**config.mk**
```make
export PLATFORM = sky130hd
export DESIGN_NAME = ysyx_2022040010_wb_stage
export DESIGN_NICKNAME = d
export VERILOG_FILES = /design/src/rtl/ysyx_2022040010_wb_stage_pkg.sv /design/src/rtl/ysyx_2022040010_wb_stage_load_ext.sv /design/src/rtl/ysyx_2022040010_wb_stage.sv
export SDC_FILE = /design/constraint.sdc
export NUM_CORES = 1
export LEC_CHECK = 0
export ABC_AREA = 1
export BUFFER_PORTS_ARGS = -buffer_cell sky130_fd_sc_hd__buf_2
export CORE_MARGIN = 1.5
export CORE_UTILIZATION = 55
export DETAILED_ROUTE_END_ITERATION = 10
export GPL_TIMING_DRIVEN = 1
export PLACE_DENSITY = 0.87
export SETUP_SLACK_MARGIN = 0.5
export SLEW_MARGIN = 20
export SYNTH_ARGS = -nofsm -noshare
export SYNTH_HDL_FRONTEND = slang
export SYNTH_SLANG_ARGS = --single-unit
```
**constraint.sdc**
```tcl
create_clock -name clk -period 2.3 [get_ports clk]
set_input_delay 0.23 -clock clk [delete_from_list [all_inputs] [get_ports clk]]
set_output_delay 0.23 -clock clk [all_outputs]
set_load 0.02 [all_outputs]
```
**src/rtl/ysyx_2022040010_wb_stage_pkg.sv**
```systemverilog
// Shared constants for the write-back stage: load size codes, WB FSM
// state encodings and the enable/zero-word constants used across the core.
package ysyx_2022040010_wb_stage_pkg;

    localparam int unsigned WB_XLEN    = 64;
    localparam int unsigned WB_RADDR_W = 5;

    localparam logic             ENABLE    = 1'b1;
    localparam logic             DISABLE   = 1'b0;
    localparam logic [WB_XLEN-1:0] ZERO_WORD = '0;

    // Load access size as carried by the MEM bundle
    typedef enum logic [1:0] {
        LD_B = 2'd0,
        LD_H = 2'd1,
        LD_W = 2'd2,
        LD_D = 2'd3
    } ld_size_e;

    // Write-back holding register state
    typedef enum logic [1:0] {
        WB_EMPTY  = 2'd0,
        WB_WAIT   = 2'd1,
        WB_COMMIT = 2'd2
    } wb_state_e;

endpackage

```
**src/rtl/ysyx_2022040010_wb_stage_load_ext.sv**
```systemverilog
// Load data extraction: shifts the aligned doubleword down by the byte
// offset, takes the sized field and sign- or zero-extends it.
module ysyx_2022040010_load_ext
    import ysyx_2022040010_wb_stage_pkg::*;
#(
    parameter int unsigned XLEN = 64
) (
    input  logic [XLEN-1:0] rdata,
    input  logic [2:0]      addr_lo,
    input  logic [1:0]      size,
    input  logic            uns,
    output logic [XLEN-1:0] result
);

    logic [XLEN-1:0] v;

    // Shift by byte offset (zero-filled), then size/extend the low field
    always_comb begin
        v      = rdata >> {addr_lo, 3'b000};
        result = v;
        case (size)
            LD_B: result = uns ? {{(XLEN-8){1'b0}}, v[7:0]}
                               : {{(XLEN-8){v[7]}}, v[7:0]};
            LD_H: result = uns ? {{(XLEN-16){1'b0}}, v[15:0]}
                               : {{(XLEN-16){v[15]}}, v[15:0]};
            LD_W: result = uns ? {{(XLEN-32){1'b0}}, v[31:0]}
                               : {{(XLEN-32){v[31]}}, v[31:0]};
            default: result = v;
        endcase
    end

endmodule

```
**src/rtl/ysyx_2022040010_wb_stage.sv**
```systemverilog
// RV64 write-back stage: one-entry holding register between MEM and the
// register file, with load-data wait, retire counter and sticky ebreak halt.
// Optional feature macro: YSYX_WB_DIFFTEST_EN (adds commit_valid/commit_pc).
module ysyx_2022040010_wb_stage
    import ysyx_2022040010_wb_stage_pkg::*;
#(
    parameter int unsigned XLEN    = 64,
    parameter int unsigned RADDR_W = 5
) (
    input  logic               clk,
    input  logic               rst,
    input  logic               mem_valid,
    output logic               mem_ready,
    input  logic [XLEN-1:0]    mem_pc,
    input  logic               mem_rd_we,
    input  logic [RADDR_W-1:0] mem_rd_addr,
    input  logic [XLEN-1:0]    mem_alu_res,
    input  logic               mem_is_load,
    input  logic [1:0]         mem_ld_size,
    input  logic               mem_ld_uns,
    input  logic [2:0]         mem_addr_lo,
    input  logic               mem_ebreak,
    input  logic               dmem_rvalid,
    input  logic [XLEN-1:0]    dmem_rdata,
    output logic               we,
    output logic [RADDR_W-1:0] waddr,
    output logic [XLEN-1:0]    wdata,
    output logic [63:0]        instret,
`ifdef YSYX_WB_DIFFTEST_EN
    output logic               commit_valid,
    output logic [XLEN-1:0]    commit_pc,
`endif
    output logic               halt
);

    wb_state_e          state, state_nxt;
    logic               accept;

    logic               ent_rd_we;
    logic [RADDR_W-1:0] ent_rd;
    logic [XLEN-1:0]    ent_res;
    logic [1:0]         ent_size;
    logic               ent_uns;
    logic [2:0]         ent_lo;
    logic               ent_ebreak;
    logic [XLEN-1:0]    ld_ext;

    ysyx_2022040010_load_ext #(
        .XLEN (XLEN)
    ) u_load_ext (
        .rdata   (dmem_rdata),
        .addr_lo (ent_lo),
        .size    (ent_size),
        .uns     (ent_uns),
        .result  (ld_ext)
    );

    // State register
    always_ff @(posedge clk) begin
        if (rst) state <= WB_EMPTY;
        else     state <= state_nxt;
    end

    // Next state, handshake and regfile write port
    always_comb begin
        state_nxt = state;
        mem_ready = !halt && (state == WB_EMPTY || state == WB_COMMIT);
        accept    = mem_valid && mem_ready;
        we        = DISABLE;
        waddr     = '0;
        wdata     = ZERO_WORD[XLEN-1:0];
        case (state)
            WB_EMPTY: begin
                if (accept) state_nxt = mem_is_load ? WB_WAIT : WB_COMMIT;
            end
            WB_WAIT: begin
                if (dmem_rvalid) state_nxt = WB_COMMIT;
            end
            WB_COMMIT: begin
                we    = ent_rd_we && (ent_rd != '0);
                waddr = ent_rd;
                wdata = ent_res;
                if (accept) state_nxt = mem_is_load ? WB_WAIT : WB_COMMIT;
                else        state_nxt = WB_EMPTY;
            end
            default: state_nxt = WB_EMPTY;
        endcase
    end

    // Entry capture, load data latch, retire counter and halt flag.
    // ent_res first takes the ALU result and is overwritten by the
    // extended load data when the response arrives.
    always_ff @(posedge clk) begin
        if (rst) begin
            ent_rd_we  <= 1'b0;
            ent_rd     <= '0;
            ent_res    <= '0;
            ent_size   <= '0;
            ent_uns    <= 1'b0;
            ent_lo     <= '0;
            ent_ebreak <= 1'b0;
            instret    <= '0;
            halt       <= 1'b0;
        end else begin
            if (accept) begin
                ent_rd_we  <= mem_rd_we;
                ent_rd     <= mem_rd_addr;
                ent_res    <= mem_alu_res;
                ent_size   <= mem_ld_size;
                ent_uns    <= mem_ld_uns;
                ent_lo     <= mem_addr_lo;
                ent_ebreak <= mem_ebreak;
            end else if (state == WB_WAIT && dmem_rvalid) begin
                ent_res <= ld_ext;
            end
            if (state == WB_COMMIT) begin
                instret <= instret + 64'd1;
                if (ent_ebreak) halt <= ENABLE;
            end
        end
    end

`ifdef YSYX_WB_DIFFTEST_EN
    logic [XLEN-1:0] ent_pc;

    // PC of the held entry, reported one cycle after its commit
    always_ff @(posedge clk) begin
        if (rst) begin
            ent_pc       <= '0;
            commit_valid <= 1'b0;
            commit_pc    <= '0;
        end else begin
            if (accept) ent_pc <= mem_pc;
            commit_valid <= (state == WB_COMMIT);
            if (state == WB_COMMIT) commit_pc <= ent_pc;
        end
    end
`else
    logic unused_pc;
    assign unused_pc = ^mem_pc;
`endif

endmodule
```
== Word level (Yosys, flattened, before mapping) ==
Cells that the tools add are included.
Storage, ports and cells
  flip-flop bits (word level): 144
  input port bits: 210
  word-level logic and storage cells: 44
Cells by class
  add/sub/neg operators: 1
  equal/unequal tests: 6
  shift operators: 1
  mux-type cells: 14
  reduce and logical (&&, ||, !) cells: 12
Operators with widths (count)
  64-bit 2-to-1 mux: 6
  64-bit one-hot mux with 3 select lines: 1
  64-bit by 1-bit adder with 64-bit output, second input constant: 1
  64-bit by 6-bit >> shifter with 64-bit output: 1
  2-bit 2-to-1 mux: 4
  2-bit one-hot mux with 3 select lines: 1
  5-bit 2-to-1 mux: 1
  5-bit nonzero test: 1
  2-bit by 1-bit equality test with 1-bit output, second input constant: 2
  2-bit equality test, second input constant: 2
  1-bit logical AND: 4
  2-bit zero test: 2
  2-bit inequality test, second input constant: 2
  2-bit AND reduction: 2
  2-bit nonzero test: 1
  1-bit zero test: 1
  1-bit logical OR: 1
  1-bit 2-to-1 mux: 1

== Longest topological paths before layout ==
  word-level depth: 6
  mapped depth: 12

== Cells and area by module ==
From an unflattened synthesis, not the netlist that was laid out.
Second synthesis, totals
  cell total of the unflattened synthesis: 1753
  area total of the unflattened synthesis: 10213.5 µm²
Modules (own cells, without submodules)
  ysyx_2022040010_wb_stage: instances 1, cells each 1278, area an instance 7835.0 µm²
  ysyx_2022040010_load_ext: instances 1, cells each 475, area an instance 2378.5 µm²

== Least setup slack after synthesis ==
No wires, ideal clock.
  path type: register to register
  start: reg instret[1]
  end: reg instret[42]
  library setup time: 0.128 ns
  data arrival time: 1.600 ns
  path slack: 0.573 ns
  stages on the path, launching flop included: 13
  buffers on the path: 0
  clock period less this slack: 1.727 ns
  path through: dfxtp_1 > ha_1 > inv_1 > nor2_4 > nand3_1 > nor2_2 > nand2_1 > nor2_2 > nand2_2 > nor2_1 > nand2_1 > nand2_1 > nor2_1
On the way
  word-level cells in the longest chain between the ends: 1
Ends and longest elaborated chain
  start, declared: RTL line ysyx_2022040010_wb_stage.sv:28  | output logic [63:0] instret,
  start signal, assigned: RTL line ysyx_2022040010_wb_stage.sv:117  | instret <= instret + 64'd1;
  64-bit by 1-bit adder with 64-bit output: RTL line ysyx_2022040010_wb_stage.sv:117
Every way passes these cells.
A chain may end at the register's enable or synchronous reset.

== Final worst setup path ==
  start: reg state[0]
  end: out wdata[17]
On the way
  word-level cells in the longest chain between the ends: 2
Ends and longest elaborated chain
  start, declared: RTL line ysyx_2022040010_wb_stage.sv:36  | wb_state_e state, state_nxt;
  start signal, assigned: RTL line ysyx_2022040010_wb_stage.sv:61  | else state <= state_nxt;
  2-bit equality test: RTL line ysyx_2022040010_wb_stage.sv:72  | case (state)
  64-bit 2-to-1 mux: RTL line ysyx_2022040010_wb_stage.sv:72
  end, declared: RTL line ysyx_2022040010_wb_stage.sv:27  | output logic [XLEN-1:0] wdata,
Every way passes these cells.

==> metrics <==
CP Capture Point=wdata[17]; DR top layer=met4; Seq/Total Area, Yosys=27.7%; CP max FO=30; GR Util All Layers=38.8%; final hold vios=0; Die Ht=141 um; HP Class=in2reg; RSZ-0062 raised after global routing=true; Post-synth top cells=532 x nand2_1, 260 x nor2_1, 190 x inv_1, 144 x dfxtp_1, 134 x a21oi_1; vias=13,300; wl on met1=16,200 um; final core utilization=70.8%; vias in the first global route=11,700; post-synth top area share=27.7%; pre-CTS setup slack=0.0549 ns; antenna viol nets, final=0; arrival time at the worst endpoint=1.58 ns; pins over their slew limit=0; status=finished, final reports clean; cells after synthesis=1,797; CTS buffer count=17; Initial DRC Count=1,554; post-synthesis simple-gate area fraction=42.0%; max incr delay on CP=0.36 ns; worst skew pair latency=0.43 ns; Post-Synth XOR/XNOR Area=1.85%; setup ws final=0.492 ns; Initial Util=55.9%; met3 routed WL=4550 um; Final HPWL DP=27,400 um; initial antenna violation count=1; Worst setup SP type=flop; CP Launch Point=state[0]$_SDFFE_PP0P_; IO buf count=281; die area=19,800 um2; Max Clk Rate=0.553 GHz; synthesized net count=2,008; Ys Warns=0; core region area=18,600 um2; r2r worst-path depth=7; ys async rst share=0%; Clk Tree Root Cell=clkbuf_16; DR WL/cell=17.6 um; post-synth cell types=49; CP max stage cell=dfxtp_2; routed wl met2=17,500 um; Setup CP Type=reg2out; syn_area_per_cell=5.80 um2; reg2reg setup slack=0.53 ns; synthesized cell area=10,400 um2; largest net degree at the start of global routing=80; leading area contributor after synthesis=dfxtp_1; Final Cycle Share=78.6%; clock tree sinks=144; Synth area leaders=dfxtp_1 28%, nand2_1 19%, nor2_1 9.4%, inv_1 6.8%, a21oi_1 6.4%; Ports=346; Power Dens Cells=592 nW/um2; minimum clock period=1.81 ns; final setup fails=0; Slew @ Worst Pin=0.937 ns; mux share of post-synthesis cell area=0%; DR vias/cell=5.78; H-Tree Depth=4; placed instance area=11,800 um2; hold_buf cts=0; Placer Congestion=1.00; Design Area, Final=13,200 um2; prevailing post-synth register cell=dfxtp_1; Pleak=5.97 nW; Max-cap violations=0; synth-to-layout area growth=26.6%; Pre-Repair DR Iteration Count=6; Hold Startpoint=dmem_rvalid; Setup Skew=0.00958 ns; TritonCTS clock tree=yes; Post-synth EDFFs=0; Synth Register Bits=144; top-count cell post-synth=nand2_1; Worst Setup End Kind=primary output; DIE WIDTH=141 um; Routed WL=40,300 um; CTS Buffer Depth=2; clock transition at the registers of the reported paths=0.06 ns; Adder-Cell Fraction of Synth Area=0.120%; final net count=2,255; Final TNS setup=0 ns; CP Cell Sequence=inv_4, nand2_8, buf_16, nor2_2, buf_4; Crit path required time=2.07 ns; VDD IR-drop max=0.485 mV; slew margin rel.=37.6%; main combinational cell family by area after synthesis=simple AND/OR/NAND/NOR gates; fraction of layout cells with a size suffix above 1=24.1%; DRC=0; RR Startpoint=ent_lo[1]$_SDFFE_PP0P_; post-synthesis compound-gate area fraction=15.9%; first-pass GRT wire length=60,600 um; r2r endpoint=ent_res[40]$_SDFFE_PP0P_; GRT overflow=0; num rows=50
==> cell families after synthesis <==
group,Yosys count
and+or+nand+nor,1027
xor gates and xnor gates,22
buffers and inverters,302
DFF,144
AOI/OAI and AO/OA,301
adders and majority gates,1
==> stage by stage <==
| stage | power, mW | instances | hold WS [ns] |
|---|---|---|---|
| floorplan | 4.01 | 1797 | 0.347 |
| global placement | 4.49 | 2233 | 0.450 |
| detailed placement | 4.52 | 2233 | 0.459 |
| CTS | 7.61 | 2272 | 0.0242 |
| global route | 8.09 | 2292 | 0.0299 |
| finish | 7.81 | 2292 | 0.0286 |
==> power breakdown <==
group	internal [mW]	switching (mW)
combinational	0.691	1.32
clock	1.84	1.20
sequential	2.66	0.113
==> critical path: cells and delay by family (launching register included) <==
kind / cells / cell delay, ns
flops: 1 / 0.36
simple gates: 2 / 0.31
buf+inv: 3 / 0.48
==> metal layers <==
| metal | GRT usage, % | vias up |
|---|---|---|
| li1 | - | 6241 |
| met4 | 18.8 | 0 |
| met2 | 60.3 | 998 |
| met3 | 6.56 | 163 |
| met1 | 52.2 | 5856 |
| met5 | 0 | - |
==> placed cells by master, fill, tap and decap left out, types with 16 or more instances in the layout <==
| master | synthesis | layout |
|---|---|---|
| a21oi_1 | 134 | 134 |
| buf_2 | 26 | 269 |
| buf_4 | 14 | 35 |
| clkbuf_16 | 0 | 21 |
| dfxtp_1 | 144 | 126 |
| inv_1 | 190 | 188 |
| nand2_1 | 532 | 522 |
| nand2_2 | 7 | 16 |
| nand3_1 | 123 | 120 |
| nand4_1 | 44 | 44 |
| nor2_1 | 260 | 229 |
| nor2_2 | 15 | 36 |
| o21ai_0 | 112 | 110 |
==> cell type report <==
type	count	area [um2]
Timing Repair Buffer	325	2020
Clock inverter	14	206
Tap cell	234	293
Sequential cell	144	2920
Multi-Input combinational cell	1354	6560
Antenna cell	1	2.50
Fill cell	1609	5450
Clock buffer	18	429
Inverter	202	769
==> state kept, by name, indices dropped and copies added, names as in the netlist <==
| name | flops |
|---|---|
| ent_size | 2 |
| ent_res | 64 |
| ent_ebreak | 1 |
| ent_uns | 1 |
| halt | 1 |
| ent_lo | 3 |
| state | 2 |
| instret | 64 |
| ent_rd | 5 |
| ent_rd_we | 1 |
==> how the worst min path moves through the flow <==
stage                                    end  depth (start not counted)  slack, ns
floorplan              state[0]$_SDFFE_PP0P_                          1       0.35
global placement           halt$_SDFFE_PP0P_                          2       0.45
detailed placement  ent_res[42]$_SDFFE_PP0P_                          2       0.46
CTS                    state[0]$_SDFFE_PP0P_                          2       0.02
global route           state[0]$_SDFFE_PP0P_                          2       0.03
finish                 state[0]$_SDFFE_PP0P_                          2       0.03
==> repair_timing <==
item | CTS | global route
pin swaps | 4 | 14
cloned | 4 | 4
endpoints found under the setup margin | 143 | 120
gates resized for setup | 44 | 91
setup buffers | 3 | 15
No activity file was read; power rests on OpenSTA's default activity.
